### config.mk
export PLATFORM = sky130hd
export DESIGN_NAME = image_blitter
export DESIGN_NICKNAME = d
export VERILOG_FILES = /design/src/rtl/whack_pkg.sv /design/src/rtl/blit_delay_line.sv /design/src/rtl/image_blitter.sv
export SDC_FILE = /design/constraint.sdc
export NUM_CORES = 1
export LEC_CHECK = 0
export ABC_CLOCK_PERIOD_IN_PS = 2900
export BUFFER_PORTS_ARGS = -buffer_cell sky130_fd_sc_hd__buf_2
export CAP_MARGIN = 20
export CELL_PAD_IN_SITES_DETAIL_PLACEMENT = 0
export CELL_PAD_IN_SITES_GLOBAL_PLACEMENT = 1
export CORE_ASPECT_RATIO = 0.6
export CORE_MARGIN = 5
export CORE_UTILIZATION = 42
export CTS_CLUSTER_DIAMETER = 30
export DETAILED_ROUTE_END_ITERATION = 7
export PLACE_DENSITY_LB_ADDON = 0.2
export RECOVER_POWER = 100
export SLEW_MARGIN = 20
export SYNTH_ARGS = -nofsm -noshare
export SYNTH_HDL_FRONTEND = slang
export SYNTH_HIERARCHICAL = 1
export SYNTH_SLANG_ARGS = --single-unit
export TNS_END_PERCENT = 50
### constraint.sdc
create_clock -name clk -period 2.9 [get_ports clk]
set_input_delay 0.435 -clock clk [delete_from_list [all_inputs] [get_ports clk]]
set_output_delay 0.435 -clock clk [all_outputs]
set_load 0.03 [all_outputs]
### src/rtl/whack_pkg.sv
// whack_pkg: screen/colour constants, default transparent key and blitter state type shared by the blitter files
package whack_pkg;
    localparam int COLOUR_W = 12;
    localparam int SCR_W = 160;
    localparam int SCR_H = 120;
    localparam int X_W = 8;
    localparam int Y_W = 8;
    localparam logic [COLOUR_W-1:0] KEY_COLOUR = 12'hF0F;
    typedef enum logic [1:0] {IDLE, RUN, DRAIN, DONE} blit_state_t;
endpackage

### src/rtl/blit_delay_line.sv
// blit_delay_line: DEPTH-stage shift register (clk, reset clears all stages, d in, q = d delayed DEPTH clocks)
module blit_delay_line #(
    parameter int DEPTH = 1,
    parameter int W = 17
) (
    input  logic         clk,
    input  logic         reset,
    input  logic [W-1:0] d,
    output logic [W-1:0] q
);
    logic [DEPTH-1:0][W-1:0] sr_q, sr_d;
    always_comb sr_d = (DEPTH*W)'({sr_q, d});
    always_ff @(posedge clk) sr_q <= reset ? '0 : sr_d;
    assign q = sr_q[DEPTH-1];
endmodule

### src/rtl/image_blitter.sv
// image_blitter: reads a W*H ROM image and streams (x,y,colour,plot) at origin (start/x_org/y_org in; rom_addr/rom_q ROM side; x/y/colour/plot out; busy/done status); IMAGE_BLITTER_TRANSPARENT_EN skips KEY_COLOUR pixels
module image_blitter #(
    parameter int IMG_W = 160,
    parameter int IMG_H = 120,
    parameter int SCR_W = whack_pkg::SCR_W,
    parameter int SCR_H = whack_pkg::SCR_H,
    parameter int X_W = whack_pkg::X_W,
    parameter int Y_W = whack_pkg::Y_W,
    parameter int ADDR_W = 15,
    parameter int COLOUR_W = whack_pkg::COLOUR_W,
    parameter int ROM_LATENCY = 1
`ifdef IMAGE_BLITTER_TRANSPARENT_EN
    , parameter logic [COLOUR_W-1:0] KEY_COLOUR = whack_pkg::KEY_COLOUR
`endif
) (
    input  logic                clk,
    input  logic                reset,
    input  logic                start,
    input  logic [X_W-1:0]      x_org,
    input  logic [Y_W-1:0]      y_org,
    output logic [ADDR_W-1:0]   rom_addr,
    input  logic [COLOUR_W-1:0] rom_q,
    output logic [X_W-1:0]      x,
    output logic [Y_W-1:0]      y,
    output logic [COLOUR_W-1:0] colour,
    output logic                plot,
    output logic                busy,
    output logic                done
);
    import whack_pkg::*;
    localparam int N = IMG_W * IMG_H;
    blit_state_t state_q, state_d;
    logic [X_W-1:0] xo_q, xo_d, col_q, col_d, x_q, x_d, col_a;
    logic [Y_W-1:0] yo_q, yo_d, row_q, row_d, y_q, y_d, row_a;
    logic [ADDR_W-1:0] addr_q, addr_d;
    logic [COLOUR_W-1:0] colour_q, colour_d;
    logic [1:0] cnt_q, cnt_d;
    logic plot_q, plot_d, v_a, go, step, last, wrap, hit;
    logic [X_W:0] xs;
    logic [Y_W:0] ys;
    always_ff @(posedge clk) begin
        if (reset) begin
            state_q <= IDLE;
            xo_q <= '0;
            yo_q <= '0;
            col_q <= '0;
            row_q <= '0;
            addr_q <= '0;
            cnt_q <= '0;
            x_q <= '0;
            y_q <= '0;
            colour_q <= '0;
            plot_q <= 1'b0;
        end else begin
            state_q <= state_d;
            xo_q <= xo_d;
            yo_q <= yo_d;
            col_q <= col_d;
            row_q <= row_d;
            addr_q <= addr_d;
            cnt_q <= cnt_d;
            x_q <= x_d;
            y_q <= y_d;
            colour_q <= colour_d;
            plot_q <= plot_d;
        end
    end
    always_comb begin
        state_d = state_q;
        unique case (state_q)
            IDLE: state_d = start ? RUN : IDLE;
            RUN: state_d = last ? DRAIN : RUN;
            DRAIN: state_d = cnt_q == 2'(ROM_LATENCY) ? DONE : DRAIN;
            default: state_d = IDLE;
        endcase
    end
    // {valid, col, row} travel alongside the ROM read so they meet rom_q
    blit_delay_line #(.DEPTH(ROM_LATENCY), .W(1 + X_W + Y_W)) u_dl (
        .clk(clk),
        .reset(reset),
        .d({state_q == RUN, col_q, row_q}),
        .q({v_a, col_a, row_a})
    );
    always_comb begin
        go = state_q == IDLE && start;
        last = addr_q == ADDR_W'(N - 1);
        step = state_q == RUN && !last;
        wrap = col_q == X_W'(IMG_W - 1);
        xo_d = go ? x_org : xo_q;
        yo_d = go ? y_org : yo_q;
        col_d = go || (step && wrap) ? '0 : step ? col_q + 1'b1 : col_q;
        row_d = go ? '0 : step && wrap ? row_q + 1'b1 : row_q;
        addr_d = go ? '0 : step ? addr_q + 1'b1 : addr_q;
        cnt_d = state_q == DRAIN ? cnt_q + 1'b1 : '0;
        // one extra bit so origin+offset past the screen edge is clipped, not wrapped
        xs = {1'b0, xo_q} + {1'b0, col_a};
        ys = {1'b0, yo_q} + {1'b0, row_a};
        hit = v_a && xs < (X_W + 1)'(SCR_W) && ys < (Y_W + 1)'(SCR_H);
`ifdef IMAGE_BLITTER_TRANSPARENT_EN
        hit = hit && rom_q != KEY_COLOUR;
`endif
        plot_d = hit;
        x_d = hit ? xs[X_W-1:0] : x_q;
        y_d = hit ? ys[Y_W-1:0] : y_q;
        colour_d = hit ? rom_q : colour_q;
    end
    always_comb begin
        rom_addr = addr_q;
        x = x_q;
        y = y_q;
        colour = colour_q;
        plot = plot_q;
        busy = state_q == RUN || state_q == DRAIN;
        done = state_q == DONE;
    end
endmodule

======== Yosys cells after proc, flatten, opt, wreduce, memory -nomap -nowiden ========
Cells that the tools add are included.
operators by class
  add/subtract/negate cells ............... 6
  magnitude comparators ................... 2
  equal/unequal tests ..................... 6
  multiplexer cells ....................... 4
  bitwise operators ....................... 1
  reductions and logical operators ........ 12
operators by type and width
  operator                 number
  $add A8 B8 Y9            2
  $add A8 B1 Y8 const B    2
  $add A15 B1 Y15 const B  1
  $eq A15 B15 Y1 const B   1
  $lt A9 B7 Y1 const B     1
  $lt A9 B8 Y1 const B     1
  $eq A8 B8 Y1 const B     1
  $pmux W2 S3              1
  $reduce_or A2 Y1         3
  $logic_and A1 B1 Y1      5
  $eq A2 B1 Y1 const B     2
  $eq A2 B2 Y1 const B     2
  $add A2 B1 Y2 const B    1
  $logic_not A2 Y1         1
  $logic_or A1 B1 Y1       2
  $mux W1                  2
  $mux W2                  1
  $logic_not A1 Y1         1
  $not A1 Y1               1
storage, ports and cells
  register bits after elaboration ......... 97
  input port bits ......................... 31
  output and inout bits ................... 46
  word-level logic and storage cells ...... 43

======== Logic depth before layout (Yosys ltp) ========
Gate-level depths: netlist (run 1).
  word-level depth ........................ 6
  mapped depth ............................ 11
  depth with buffers taken out ............ 10

======== By module ========
Netlist (run 1), hierarchy kept.
by module, submodules not included
  module           instances  cells each  area an instance (um^2)  sequential area each (um^2)
  image_blitter    1          467         3985.1                   1601.5
  blit_delay_line  1          35          475.5                    340.3

======== Worst setup path after synthesis (run 1) ========
OpenSTA, ideal clock, no wires.
  path kind ............................... reg-to-reg
  start point ............................. register yo_q[0]
  end point ............................... register y_q[6], in the netlist y[6]
  arrival time ............................ 2.565 ns
  required time ........................... 2.826 ns
  slack ................................... 0.261 ns
  stages on the path, launching flop included .. 9
  buffers on the path ..................... 0
  clock period less this slack ............ 2.639 ns
  cell sequence ........................... dfxtp_1 ha_1 fa_1 a21oi_1 nand4_1 or3_4 a2111o_1 or4_1 o21ai_0
on the way
  word-level cells in the longest chain between the ends .. 3
ends and longest elaborated chain
  what                    line                 RTL
  from (decl)             image_blitter.sv:34  logic [Y_W-1:0] yo_q, yo_d, row_q, row_d, y_q, y_d, row_a;
  from (signal assigned)  image_blitter.sv:57  yo_q <= yo_d;
  $add A8 B8 Y9 *         image_blitter.sv:97  ys = {1'b0, yo_q} + {1'b0, row_a};
  $lt A9 B7 Y1            image_blitter.sv:98  hit = v_a && xs < (X_W + 1)'(SCR_W) && ys < (Y_W + 1)'(SCR_H);
  $logic_and A1 B1 Y1     image_blitter.sv:98
  to (signal assigned)    image_blitter.sv:63  y_q <= y_d;
  to (decl)               image_blitter.sv:34
Every way passes the cells marked *; elsewhere a longest branch is shown, timed or not.
A chain may end at the register's enable or synchronous reset.

======== Worst setup path after layout (run 1) ========
Ends and elaborated chain as after synthesis.

==> out/results.ini, run 1 <==
[logic_synthesis]
synth_ff_type = dfxtp_1
synthCells = 502
synth_fa_ha_area_share_pct = 7.91
syn_avg_cell_area_um2 = 8.89
synth_nets = 560
netlist-cell-type-count = 52
ys_seq_area_share_pct = 43.5
synthSimpleGateAreaFrac_pct = 21.2
synth_top_family_by_area = simple AND/OR/NAND/NOR gates
ys_async_sr_fraction_pct = 0
synth_edf_count = 0
syn_area_mm2 = 0.00446
synth.yosys.warnings = 6
synth_xor_xnor_area_share_pct = 6.87
ys_seq_elements = 97
synth_compound_area_share_pct = 17.3
synth_mux_area_share_pct = 0.224

[cells_and_area]
area_delta_synth_final_pct = 18.5
multi_input_area_mm2 = 0.00238
nets = 637
fill_cells = 1051
utilization_pct = 50.4
diodes = 0
drive_above_1_share_pct = 12.7
regArea_mm2 = 0.00194

[die]
die_area_mm2 = 0.0128
fp-row-count = 29
die_w_um = 143
start_util_pct = 42.5
core_area_mm2 = 0.0105
pin_count = 77
dieHeight_um = 89.8

[setup_path]
end_kind = flop
worstPathMaxFanout = 4
startpoint = yo_q[0]$_SDFFE_PP0P_
cp_data_arrival_time_ns = 3.05
path_class = reg -> reg
r2r-start = yo_q[0]$_SDFFE_PP0P_
cp.required_ns = 3.17
crit_path_start_kind = flop

[global_routing]
grt_pass1_vias = 3550
antenna_found_initial = 0
grt_pass1_wl_um = 17400
grt_max_degree = 35
grt.total_usage_pct = 16.7
grt_overflow = 0

[cts]
root_buffer = clkbuf_16
cts_tree = done
h-tree-depth = 3
clock-sinks = 97
clock_latency_ns = 0.34
ctsLongestPathBuffers = 2
clkTransAtPathRegs_ns = 0.07
cts_buffers = 9

[drt]
via_per_inst = 5.16
drtIter0Drc = 208
dr.pass1.iters = 6
wl_um = 10400
vias = 3734
drc_errors = 0
detail-route-antenna-nets = 0
wl_per_cell_um = 14.4

[power]
p_leak_nw = 2.03
ir_drop_mv = 0.334
totalPowerFinal_mw = 2.87
cellPowerDensity_mw_per_mm2 = 543

[placed_design]
dp_hpwl_um = 7710
gp_congestion = 0.810
portBuffers = 76

[timing]
finalMaxSlewViolations = 0
finalClockSkew_ns = 0.00762
fmax_mhz = 359
period_minus_slack_ns = 2.79
slew_headroom_pct = 15.3
setup_violations = 0
finalHoldViolations = 0
worst_pin_slew_ns = 1.27
min_period_over_period_pct = 96.2

[hold_path]
hold_class = in -> reg
hold_start = x_org[2]

[outcome]
outcome = finished clean

[run]
cap_viol_max_count = 0

[through the flow]
step                      TNS [ns]  std cells  instance area, um^2  hold WS (ns)  setup slack [ns]
after floorplan                  0        502                 4460         0.398             0.261
after global placement           0        707                 5040         0.407             0.172
after detailed placement         0        707                 5040         0.412             0.114
after CTS                        0        723                 5360         0.310            0.0694
after global routing      -0.00357        723                 5290         0.327          -0.00357
final                            0        723                 5290         0.325             0.111
[critical path, cell delays in order, from the launching register on]
cell and delay (ns):
dfxtp_1 0.32, ha_1 0.22, fa_1 0.44, a21oi_2 0.22, nand4_1 0.11, or3_4 0.36
a2111o_1 0.43, or4_1 0.52, o21ai_0 0.08
[placed cells by master (no fill, tap or decap), types with 2 or more instances in the layout]
cell,n
buf_4,8
o21ai_1,2
fa_1,2
and2b_2,7
xnor2_1,19
and2_0,2
or4_1,2
or3_1,5
nand4_1,7
a211oi_1,6
nor2_1,33
nor2b_1,11
clkbuf_1,51
inv_1,9
or2_2,3
nand2b_1,4
clkbuf_8,3
a2111oi_4,2
o21ai_0,32
buf_12,2
and3_1,8
a21o_1,7
dfxtp_1,97
xor2_1,16
ha_1,25
nand2_1,54
nand3_1,36
a21oi_1,58
o211ai_1,2
buf_2,29
nor3_1,6
clkbuf_16,9
clkinv_4,2
a21oi_2,3
[path summary, 6_finish.rpt]
path	endpoint	slack (ns)	depth (start not counted)
max	y[6]$_SDFFE_PP0P_	0.11	8
min reg2reg	cnt_q[0]$_SDFF_PP0_	0.42	1
min	xo_q[2]$_SDFFE_PP0P_	0.33	3
max reg2reg	y[6]$_SDFFE_PP0P_	0.11	8
[layer usage]
metal / share of wire [%] / GRT usage (%) / vias to the layer above
met2: 42 / 24.5 / 55
met4: 1.2 / 5.14 / 0
met5: 0 / 0 / -
li1: - / - / 1899
met3: 3.8 / 4.14 / 8
met1: 53 / 24.1 / 1772
[registers in the layout, summed over array words and instances (netlist names)]
| name | count |
|---|---|
| y | 8 |
| rom_addr | 15 |
| state_q | 2 |
| x | 8 |
| cnt_q | 2 |
| plot | 1 |
| colour | 12 |
| xo_q | 8 |
| yo_q | 8 |
| u_dl/q | 17 |
| row_q | 8 |
| col_q | 8 |
[area by class of cell]
| class | count | area share, % |
|---|---|---|
| well taps | 139 | 3.29 |
| flip-flops and latches | 97 | 36.7 |
| clock buffers | 13 | 5.11 |
| clock inverters | 3 | 0.900 |
| multi-input cells | 373 | 45.1 |
| inverters | 9 | 0.639 |
| repair buffers | 89 | 8.19 |
[repair_timing]
action | in CTS | in global routing
hold buffers | 0 | 0
buffers inserted | 0 | 0
endpoints found under the setup margin | 0 | 24
resized for setup | 0 | 3
[Yosys cell counts (2+ instances only)]
master	instances	share of area, %
a2111oi_4	2	1.2
a211oi_1	6	1.0
a21o_1	7	1.2
a21oi_1	59	6.6
a21oi_2	2	0.39
and2_1	2	0.28
and2b_2	7	1.4
and3_1	8	1.1
buf_1	3	0.25
buf_2	3	0.34
clkbuf_1	16	1.3
dfxtp_1	97	44
fa_1	2	0.90
ha_1	25	7.0
inv_1	9	0.76
nand2_1	54	4.5
nand2b_1	4	0.56
nand3_1	36	4.0
nand4_1	7	0.98
nor2_1	33	2.8
nor2b_1	11	1.5
nor3_1	6	0.67
o211ai_1	2	0.34
o21ai_0	33	3.7
or2_2	3	0.42
or3_1	5	0.70
or4_1	2	0.34
xnor2_1	19	3.7
xor2_1	16	3.1
[cell families (layout without fill, tap and decap cells)]
kind of cell | Yosys count | in the layout
simple gates | 187 | 187
compound gates | 123 | 123
flops | 97 | 97
xor+xnor | 35 | 35
buf+inv | 32 | 114
fa+ha+maj | 27 | 27
mux | 1 | 1
[report_power, final]
| group | switching (mW) | internal (mW) |
|---|---|---|
| logic | 0.154 | 0.0859 |
| clock network | 0.501 | 0.743 |
| registers | 0.0208 | 1.36 |
Note: power is estimated with default switching activity, not from simulation.
==> run 2: changes to the inputs <==
Settings changed: ABC_AREA from default to 1, CORE_UTILIZATION 42 to 40.
==> run 2 against run 1 <==
- sequential cell count unchanged
- count of clock-buffer cells in the layout down 4
- first-iteration DRC count up 7.7%
- utilization down 2.7 points
- sequential power up 4%
- sequential share of layout area down 1.2 points
- worst setup slack better by 0.31 ns
- power up 7.1%
- critical path type unchanged
==> out/results.ini, run 2 <==
[cells_and_area]
fin_cells = 899
area_delta_synth_final_pct = 15.0
largest_register_ff_count = 17
utilization_pct = 47.7
final_cell_mix = 131 x nand2_1, 122 x nor2_1, 101 x inv_1
nets = 792
drive_above_1_share_pct = 9.20
final_common_cell = nand2_1
diodes = 0

[cts]
clock_latency_ns = 0.35
cts_buffers = 9
cts_resized = 0
h-tree-depth = 3
cts_tree = done
post_cts_buffers = 0
hold_buffers = 0
ctsLongestPathBuffers = 2
root_buffer = clkbuf_16
clock-sinks = 97
clkTransAtPathRegs_ns = 0.07

[logic_synthesis]
synth_edf_count = 0
synth_nets = 717
synth_ff_type = dfxtp_1
netlist-cell-type-count = 39
syn_area_mm2 = 0.00475
yosys.area.top_type = dfxtp_1
synthCells = 659
ys_async_sr_fraction_pct = 0
syn_avg_cell_area_um2 = 7.21
ys_seq_area_share_pct = 40.9
synth.yosys.warnings = 6
yosysMostFrequentCell = nand2_1
yosys-top-cells-count = 128 x nand2_1, 121 x nor2_1, 99 x inv_1
synth_top_area_share_pct = 40.9
ys_seq_elements = 97
synth_top_cells_by_area = dfxtp_1 41%, nand2_1 10%, nor2_1 9.6%, inv_1 7.8%, ha_1 6.6%

[hold_path]
hold_class = in -> reg
hold_depth = 3
min_to = colour[4]$_SDFFE_PP0P_
hold_start = rom_q[4]

[placed_design]
portBuffers = 76
placed_cells = 883
dp_hpwl_um = 8060
gp_congestion = 0.840
dp_slack_ns = 0.472

[power]
totalPowerFinal_mw = 3.07
p_leak_nw = 2.46
ir_drop_mv = 0.262
cellPowerDensity_mw_per_mm2 = 562

[setup_path]
cp_data_arrival_time_ns = 2.76
crit_path_start_kind = flop
r2r-start = yo_q[0]$_SDFFE_PP0P_
path_class = reg -> reg
r2r_slack_ns = 0.42
worstPathMaxFanout = 27
end_kind = flop
startpoint = yo_q[0]$_SDFFE_PP0P_
rr_endpoint = colour[5]$_SDFFE_PP0P_
rr_worst_depth = 14
cp.required_ns = 3.19

[drt]
wl_per_cell_um = 12.0
via_per_inst = 4.58
drtIter0Drc = 224
detail-route-antenna-nets = 0
vias = 4115
drc_errors = 0
dr.pass1.iters = 7
wl_um = 10800

[global_routing]
grt_pass1_wl_um = 18500
grt_overflow = 0
antenna_found_initial = 0
grt_pass1_vias = 3867
grt_max_degree = 43
grt.total_usage_pct = 16.1

[timing]
finalHoldViolations = 0
fmax_mhz = 404
worst_pin_slew_ns = 1.06
period_minus_slack_ns = 2.48
finalClockSkew_ns = 0.00807
setup_violations = 0
rsz0062_at_grt = false
slew_headroom_pct = 29.5
fin_ws_ns = 0.423
finalMaxSlewViolations = 0
tns_ns = 0
min_period_over_period_pct = 85.4

[outcome]
outcome = finished clean

[run]
cap_viol_max_count = 0

[die]
die_w_um = 151
fp-row-count = 30
die_area_mm2 = 0.0142
pin_count = 77
start_util_pct = 41.5
dieHeight_um = 94.4
core_area_mm2 = 0.0114

## run 2: cell types whose count changed in the layout (fill, tap and decap cells not counted), sizes merged, moves of 7 or more
cell	change
inv	+100
nor2b	-11
a21oi	-32
xnor2	-15
nor2	+90
a21o	-7
nand2	+81
and2b	-7
and3	-8
nor3	+7
## run 2: worst max path at each step
stage | to | slack, ns | cells past startpoint
3_5_place_dp | colour[5]$_SDFFE_PP0P_ | 0.47 | 14
2_1_floorplan | y[1]$_SDFFE_PP0P_ | 0.89 | 13
6_report | colour[5]$_SDFFE_PP0P_ | 0.42 | 14
5_1_grt | x[6]$_SDFFE_PP0P_ | 0.17 | 14
4_1_cts | colour[5]$_SDFFE_PP0P_ | 0.42 | 14
3_3_place_gp | x[0]$_SDFFE_PP0P_ | 0.55 | 12
## run 2: logic make-up (layout without fill, tap and decap cells)
| logic type | after synthesis | count (layout) | share of synthesized area (%) |
|---|---|---|---|
| buf+inv | 125 | 205 | 11.2 |
| compound gates | 68 | 68 | 7.71 |
| xor+xnor | 14 | 14 | 2.58 |
| simple gates | 328 | 328 | 30.2 |
| flops | 97 | 97 | 40.9 |
| fa+ha+maj | 27 | 27 | 7.42 |
## run 2: final cells by class
type / count / area [um^2]
well taps: 160 / 200
inverters: 107 / 402
multi-input cells: 437 / 2250
repair buffers: 82 / 373
clock inverters: 7 / 76.3
clock buffers: 9 / 225
fillers: 1215 / 5980
flip-flops and latches: 97 / 1940
## run 2: report_power, final
part,switching (mW),internal [mW]
Sequential,0.0373,1.39
Clock,0.546,0.677
Combinational,0.291,0.126
Total,0.875,2.20
## run 2: per-layer routing
metal  global-route usage, %  up-vias  wire length (um)
li1                        -     2205                 -
met1                    23.5     1814              5840
met2                    22.9       84              4170
met3                    4.99       12               667
met4                    4.52        0               121
met5                       0        -                 0
## run 2: worst max-delay path, stage by stage, from the launching register on
cell	delay [ns]
dfxtp_1	0.31
ha_1	0.22
fa_1	0.41
nand3_1	0.10
nand2_1	0.08
nand3_1	0.12
nand3_1	0.08
nand2_1	0.07
nand2_1	0.08
nor2_4	0.15
nand3_4	0.28
buf_12	0.27
nand2_1	0.07
nand2_1	0.05
nor2_1	0.12
## run 2: stage by stage
step	hold slack, ns	area (um^2)
3_5_place_dp	0.423	5260
2_1_floorplan	0.405	4750
6_report	0.305	5470
4_1_cts	0.291	5560
3_3_place_gp	0.413	5260
5_1_grt	0.314	5470
==> run 3: changes to the inputs <==
Settings changed: ABC_CLOCK_PERIOD_IN_PS 2900 to 3200, BUFFER_PORTS_ARGS -buffer_cell sky130_fd_sc_hd__buf_2 to -buffer_cell sky130_fd_sc_hd__clkbuf_2.
Clock period 2.9 ns to 3.2 ns, I/O delays scaled along.
==> run 3 against run 2 <==
- die area unchanged
- critical path depth shrank 5
- power decreased by 9.3%
- sequential cell count is the same
==> out/results.ini, run 3 (synthesized netlist as in run 2, its figures left out) <==
[outcome]
outcome = finished clean

[global_routing]
antenna_found_initial = 0
grt.total_usage_pct = 15.9
grt_max_degree = 53
grt_pass1_wl_um = 18200
grt_pass1_vias = 3750
grt_overflow = 0

[timing]
fmax_mhz = 377
fin_ws_ns = 0.547
finalClockSkew_ns = 0.0107
slew_headroom_pct = 30.9
finalHoldViolations = 0
setup_violations = 0
min_period_over_period_pct = 82.9
finalMaxSlewViolations = 0
period_minus_slack_ns = 2.65
rsz0062_at_grt = false
tns_ns = 0
worst_pin_slew_ns = 1.04

[drt]
vias = 4108
drtIter0Drc = 189
wl_per_cell_um = 11.9
dr.pass1.iters = 4
via_per_inst = 4.57
detail-route-antenna-nets = 0
drc_errors = 0
wl_um = 10700

[cells_and_area]
largest_register_ff_count = 17
area_delta_synth_final_pct = 15.2
final_common_cell = nand2_1
utilization_pct = 47.8
diodes = 0
fill_cells = 1195
nets = 791
final_cell_mix = 131 x nand2_1, 121 x nor2_1, 99 x inv_1
post-route-cell-area_mm2 = 0.00548
drive_above_1_share_pct = 9.49

[cts]
ctsLongestPathBuffers = 2
cts_resized = 0
root_buffer = clkbuf_16
clock-sinks = 97
cts_tree = done
clkTransAtPathRegs_ns = 0.07
post_cts_buffers = 0
hold_buffers = 0
h-tree-depth = 3
clock_latency_ns = 0.34
cts_buffers = 9

[placed_design]
portBuffers = 76
dp_hpwl_um = 7920
gp_congestion = 0.847
place_area_mm2 = 0.00525
dp_slack_ns = 0.699

[die]
die_area_mm2 = 0.0142
dieHeight_um = 94.4
pin_count = 77
fp-row-count = 30
start_util_pct = 41.5
core_area_mm2 = 0.0114
die_w_um = 151

[setup_path]
critPathBufInv = 4
crit_top_cell = nand2_1
cp_data_arrival_time_ns = 2.93
max_stage_delay_ns = 0.68
cp.required_ns = 3.47
crit_path_start_kind = flop
worstPathMaxFanout = 19
r2r-start = state_q[0]$_SDFF_PP0_
cp_slowest_cell = clkbuf_1
rr_worst_depth = 9
rr_endpoint = col_q[4]$_SDFFE_PP0P_
path_class = reg -> reg
end_kind = flop
r2r_slack_ns = 0.55
path_cells = inv_1 > ha_1 > nand2_1 > clkbuf_1 > inv_2 > nor2_2 > buf_4 > nand2_1 > nor3b_2
critPathTopFamily = buffers and inverters

[run]
cap_viol_max_count = 0

[power]
combPwrFrac_pct = 13.5
p_int_mw = 2.03
p_sw_mw = 0.761
cellPowerDensity_mw_per_mm2 = 509
seq_power_share_pct = 46.6
clkPwrFrac_pct = 39.9
totalPowerFinal_mw = 2.79
p_sw_share_pct = 27.3
p_leak_nw = 2.47
ir_drop_mv = 0.250

[hold_path]
hold_depth = 3
hold_class = in -> reg
hold_start = rom_q[9]
min_to = colour[9]$_SDFFE_PP0P_

-- run 3: cell count changes in the layout (fill, tap and decap cells not counted), moves of 2 or more --
cell      before  now
clkbuf_2       1   29
inv_2          5    7
inv_1        101   99
clkbuf_1      48   50
buf_2         29    0
clkbuf_8       0    2
inv_6          3    0
-- run 3: how the worst max path moves through the flow --
stage / from / to / slack (ns) / cells after the start
final: state_q[0]$_SDFF_PP0_ / col_q[4]$_SDFFE_PP0P_ / 0.55 / 9
after global routing: state_q[1]$_SDFF_PP0_ / col_q[4]$_SDFFE_PP0P_ / 0.20 / 9
after CTS: yo_q[0]$_SDFFE_PP0P_ / colour[5]$_SDFFE_PP0P_ / 0.67 / 13
after detailed placement: yo_q[0]$_SDFFE_PP0P_ / colour[5]$_SDFFE_PP0P_ / 0.70 / 13
after global placement: yo_q[0]$_SDFFE_PP0P_ / y[1]$_SDFFE_PP0P_ / 0.80 / 12
after floorplan: yo_q[0]$_SDFFE_PP0P_ / y[1]$_SDFFE_PP0P_ / 1.19 / 13
-- run 3: power by group through the flow --
stage	registers (mW)	clock network, mW	logic [mW]
final	1.30	1.11	0.376
after CTS	1.30	1.15	0.394
after detailed placement	1.33	0	0.392
after global routing	1.31	1.20	0.431
after floorplan	1.39	0	0.224
after global placement	1.33	0	0.387
-- run 3: worst min-delay path: stages --
cell and delay, ns:
clkbuf_2 0.07, nor2_1 0.03, nor2_1 0.08
-- run 3: metal layers --
layer  global-route usage, %  vias to the layer above  wire length [um]
li1                        -                     2197                 -
met1                    23.5                     1817              5770
met2                    22.4                       83              4210
met3                    4.80                       11               626
met4                    4.07                        0               102
met5                       0                        -                 0
-- run 3: cell type report --
class                   count  area (um^2)  share of cell area (%)
clock inverters             4         51.3                   0.937
clock buffers              12          256                    4.68
well taps                 160          200                    3.66
inverters                 107          402                    7.34
multi-input cells         437         2260                    41.3
repair buffers             81          364                    6.65
flip-flops and latches     97         1940                    35.5
-- run 3: stage by stage --
stage | instances | hold slack [ns]
2_1_floorplan | 659 | 0.405
3_3_place_gp | 882 | 0.413
3_5_place_dp | 882 | 0.433
4_1_cts | 898 | 0.344
5_1_grt | 898 | 0.363
6_report | 898 | 0.359
